<file path="config.mk">
export PLATFORM = sky130hd
export DESIGN_NAME = rat_flags
export DESIGN_NICKNAME = d
export VERILOG_FILES = /design/src/rtl/rat_flags.sv
export SDC_FILE = /design/constraint.sdc
export NUM_CORES = 1
export LEC_CHECK = 0
export CAP_MARGIN = 25
export CORE_AREA = 5 5 42 44
export DETAILED_ROUTE_END_ITERATION = 10
export DIE_AREA = 0 0 47 49
export PLACE_DENSITY = 0.58
export SYNTH_ARGS = -nofsm -noshare
export SYNTH_HDL_FRONTEND = slang
export SYNTH_SLANG_ARGS = --single-unit
</file>
<file path="constraint.sdc">
create_clock -name CLK -period 1.2 [get_ports CLK]
set_input_delay 0.12 -clock CLK [delete_from_list [all_inputs] [get_ports CLK]]
set_output_delay 0.12 -clock CLK [all_outputs]
set_load 0.01 [all_outputs]
</file>
<file path="src/rtl/rat_flags.sv">
// ---------------------------------------------------------------------------
// rat_flags
//   Processor status flag file: carry (C), zero (Z), interrupt enable (I),
//   a one-deep C/Z shadow register, and the external interrupt request path
//   (synchronizer, edge detector, pending bit).
//
// Parameters
//   SYNC_STAGES  number of synchronizer flops on INTR (legal 2..4)
//
// Ports
//   CLK          rising-edge clock for all state
//   RST          asynchronous active-high reset, clears every flop
//   C_IN, Z_IN   carry / zero results from the ALU
//   FLG_C_LD     load C from the selected source
//   FLG_Z_LD     load Z from the selected source
//   FLG_C_SET    force C to 1
//   FLG_C_CLR    force C to 0 (highest priority on C)
//   FLG_LD_SEL   load source: 0 = ALU, 1 = shadow register
//   FLG_SHAD_LD  copy current C/Z into the shadow register
//   I_SET        enable interrupts
//   I_CLR        disable interrupts
//   INTR         external interrupt request, asynchronous to CLK
//   INT_ACK      control-unit acknowledge of interrupt entry
//   C_FLAG, Z_FLAG, I_FLAG  registered flags
//   SHAD_C, SHAD_Z          registered shadow flags
//   INT_PEND     pending request qualified by I_FLAG (combinational)
// ---------------------------------------------------------------------------
module rat_flags #(
  parameter int unsigned SYNC_STAGES = 2
) (
  input  logic CLK,
  input  logic RST,
  input  logic C_IN,
  input  logic Z_IN,
  input  logic FLG_C_LD,
  input  logic FLG_Z_LD,
  input  logic FLG_C_SET,
  input  logic FLG_C_CLR,
  input  logic FLG_LD_SEL,
  input  logic FLG_SHAD_LD,
  input  logic I_SET,
  input  logic I_CLR,
  input  logic INTR,
  input  logic INT_ACK,
  output logic C_FLAG,
  output logic Z_FLAG,
  output logic I_FLAG,
  output logic SHAD_C,
  output logic SHAD_Z,
  output logic INT_PEND
);

  // Flag state
  logic c_q, c_d;
  logic z_q, z_d;
  logic i_q, i_d;
  logic shad_c_q, shad_c_d;
  logic shad_z_q, shad_z_d;

  // Interrupt request path
  logic [SYNC_STAGES-1:0] sync_q, sync_d;
  logic                   hist_q, hist_d;
  logic                   pend_q, pend_d;

  logic src_c;
  logic src_z;
  logic intr_sync;
  logic intr_rise;

  // ---------------------------------------------------------------------
  // Load source selection. Shadow-sourced loads read the registered
  // shadow, so a simultaneous FLG_SHAD_LD yields a clean swap: both sides
  // see only pre-edge values.
  // ---------------------------------------------------------------------
  always_comb begin
    src_c = C_IN;
    src_z = Z_IN;
    if (FLG_LD_SEL) begin
      src_c = shad_c_q;
      src_z = shad_z_q;
    end
  end

  // Carry: clear beats set beats load beats hold.
  always_comb begin
    c_d = c_q;
    if (FLG_C_CLR) begin
      c_d = 1'b0;
    end else if (FLG_C_SET) begin
      c_d = 1'b1;
    end else if (FLG_C_LD) begin
      c_d = src_c;
    end
  end

  // Zero: load or hold.
  always_comb begin
    z_d = z_q;
    if (FLG_Z_LD) begin
      z_d = src_z;
    end
  end

  // Shadow captures the pre-edge flag values.
  always_comb begin
    shad_c_d = shad_c_q;
    shad_z_d = shad_z_q;
    if (FLG_SHAD_LD) begin
      shad_c_d = c_q;
      shad_z_d = z_q;
    end
  end

  // Interrupt enable: acknowledge beats clear beats set beats hold.
  always_comb begin
    i_d = i_q;
    if (INT_ACK) begin
      i_d = 1'b0;
    end else if (I_CLR) begin
      i_d = 1'b0;
    end else if (I_SET) begin
      i_d = 1'b1;
    end
  end

  // ---------------------------------------------------------------------
  // Interrupt request path. INTR shifts into sync_q[0]; the last stage is
  // the synchronized level, and hist_q holds it for one more cycle so a
  // held level produces exactly one rising-edge pulse.
  // ---------------------------------------------------------------------
  always_comb begin
    sync_d = {sync_q[SYNC_STAGES-2:0], INTR};
  end

  always_comb begin
    intr_sync = sync_q[SYNC_STAGES-1];
    hist_d    = intr_sync;
    intr_rise = intr_sync & ~hist_q;
  end

  // A new edge wins over an acknowledge in the same cycle so the fresh
  // request is not lost. Edges latch regardless of I_FLAG.
  always_comb begin
    pend_d = pend_q;
    if (intr_rise) begin
      pend_d = 1'b1;
    end else if (INT_ACK) begin
      pend_d = 1'b0;
    end
  end

  // ---------------------------------------------------------------------
  // State registers
  // ---------------------------------------------------------------------
  always_ff @(posedge CLK or posedge RST) begin
    if (RST) begin
      c_q      <= 1'b0;
      z_q      <= 1'b0;
      i_q      <= 1'b0;
      shad_c_q <= 1'b0;
      shad_z_q <= 1'b0;
      sync_q   <= '0;
      hist_q   <= 1'b0;
      pend_q   <= 1'b0;
    end else begin
      c_q      <= c_d;
      z_q      <= z_d;
      i_q      <= i_d;
      shad_c_q <= shad_c_d;
      shad_z_q <= shad_z_d;
      sync_q   <= sync_d;
      hist_q   <= hist_d;
      pend_q   <= pend_d;
    end
  end

  // ---------------------------------------------------------------------
  // Outputs
  // ---------------------------------------------------------------------
  always_comb begin
    C_FLAG   = c_q;
    Z_FLAG   = z_q;
    I_FLAG   = i_q;
    SHAD_C   = shad_c_q;
    SHAD_Z   = shad_z_q;
    INT_PEND = pend_q & i_q;
  end

endmodule

</file>
==> reports/results.ini <==
[outcome]
outcome=finished, final reports clean

[finish]
final_area_sq_um=557
final_cell_mix=clkdlybuf4s50_1, dfrtp_1, dlygate4sd2_1
area_delta_synth_final_pct=70.5
antenna_cells=0
fin_nets=63
n_fill_cell=156
seq_area_sq_um=225
layout-drive-gt1-share_pct=10.4
multi_input_area_sq_um=86.3
final_common_cell=clkdlybuf4s50_1

[min_path]
hp-class=in2async

[pwr]
finalPower_mw=0.699
ir_drop_uv=440
leakage_nw=0.259
powerDensity_mw_per_mm2=1260

[grt]
grt-ovfl-total=0
grt_pass1_wl_mm=1.21
grt_pass1_vias=313
antenna_found_initial=0
grt_max_degree=10
grt_usage_pct=7.60

[critical_path]
cp-start-kind=flop
path_class=reg2out
cp_top_family=flip-flops
max_stage_delay_ns=0.38
critical_path.max_fanout=3
worst_path_max_delay_cell=dfrtp_1
crit_required_ns=1.08
cp.arrival_ns=1.00
endpoint_kind=primary output
crit_chain=and2_1 -> clkdlybuf4s15_1
path_buf_inv=1

[timing]
slew-limit-headroom_pct=77.8
skew_ns=0.000836
slew_violations=0
period_share_pct=93.5
tightest_slew_ns=0.332
rsz0062_at_grt=no
holdWs_ns=0.125
fin_crit_ns=1.12
fmax_mhz=892
setup_ws_ns=0.0783
fin_setup_tns_ns=0
finalHoldViolCount=0
setup_violations=0

[floorplanning]
die_w_microns=47
core_area_sq_mm=0.00140
dieArea_sq_mm=0.00230
num_rows=14
die_y_microns=49
initial_core_util_pct=23.3
ioPinCount=20

[route]
antenna_left=0
first_iter_violations=0
wire_per_inst_microns=11.1
via_per_inst=4.19
drc=0
wirelength_microns=712
drt_pass1_iterations=1
vias=268

[place]
place_area_sq_um=537
pre_cts_ws_ns=0.0949
place_congestion=0.654
dpl.hpwl_microns=587
portBuffers=19

[clocking]
cts_resized=6
cts_setup_buffers=0
hold_buffers=0
cts_buffers=3
htreeDepth=1
root_buffer=clkbuf_4
cts_sinks=9
clk_path_buf_depth=2
clk_pin_slew_worst_paths_ns=0.06
cts_tree=yes
clock_latency_ns=0.25

[logic_synthesis]
ys_warn_count=0
synth_cell_types=10
synth.cell_area_sq_um=327
postSynthCellCount=25
syn-num-nets=39
yosysSeqAreaShare_pct=69.0
syn_avg_cell_area_sq_um=13.1
ys_ff_latch=9

[flow_run]
maxCapViolations=0

==> metal layers <==
layer	vias to the layer above	wire (microns)	share of wire, %	global-route usage (%)
met1	113	305	43	8.14
li1	133	-	-	-
met4	0	0	0	4.15
met3	0	109	15	4.80
met2	22	297	42	11.1
met5	-	0	0	0
==> final timing paths <==
kind | depth (start not counted) | start | to | slack (ns)
worst max-delay path | 2 | I_FLAG | INT_PEND | 0.08
worst min register to register | 0 | sync_q[0] | sync_q[1] | 0.35
min in group CLK | 1 | INTR | sync_q[0] | 0.31
max in group asynchronous | 2 | RST | hist_q | 0.83
worst min-delay path | 2 | RST | SHAD_Z | 0.12
worst max register to register | 2 | SHAD_C | C_FLAG | 0.40
==> registers in the layout, indices dropped and copies added (netlist names) <==
signal	count
I_FLAG	1
SHAD_Z	1
sync_q	2
C_FLAG	1
pend_q	1
Z_FLAG	1
SHAD_C	1
hist_q	1
==> Yosys cell counts <==
master,count,area (sq um)
dfrtp_1,9,225
inv_1,4,15.0
mux2_2,2,22.5
mux2i_1,2,20.0
nor2_1,2,7.51
nor3_1,2,10.0
a21oi_1,1,5.00
a311oi_1,1,8.76
and2_1,1,6.26
o22ai_1,1,6.26
==> metrics by stage <==
step,std cells,utilization [%]
final,64,39.7
after global routing,64,39.7
after CTS,64,39.6
after detailed placement,60,38.3
after global placement,60,38.3
after floorplan,25,-
==> layout make-up <==
type                       count  share of cell area [%]
clock buffer                   4                    4.72
inverter                       4                    2.70
multi-input combinational     12                    15.5
sequential                     9                    40.4
tap                           16                    3.60
timing repair buffer          19                    33.0
==> power breakdown <==
| part | internal, mW | switching, mW |
|---|---|---|
| Combinational | 0.0784 | 0.0444 |
| Sequential | 0.332 | 0.0190 |
| Clock | 0.128 | 0.0978 |
==> logic make-up (layout without fill, tap and decap cells) <==
| logic type | count (synthesis) | count (layout) | synth area share (%) |
|---|---|---|---|
| DFF | 9 | 9 | 69.0 |
| and+or+nand+nor | 5 | 5 | 7.28 |
| muxes | 4 | 4 | 13.0 |
| buffers and inverters | 4 | 27 | 4.60 |
| AOI/OAI and AO/OA | 3 | 3 | 6.13 |
Note: power is estimated with default switching activity, not from simulation.
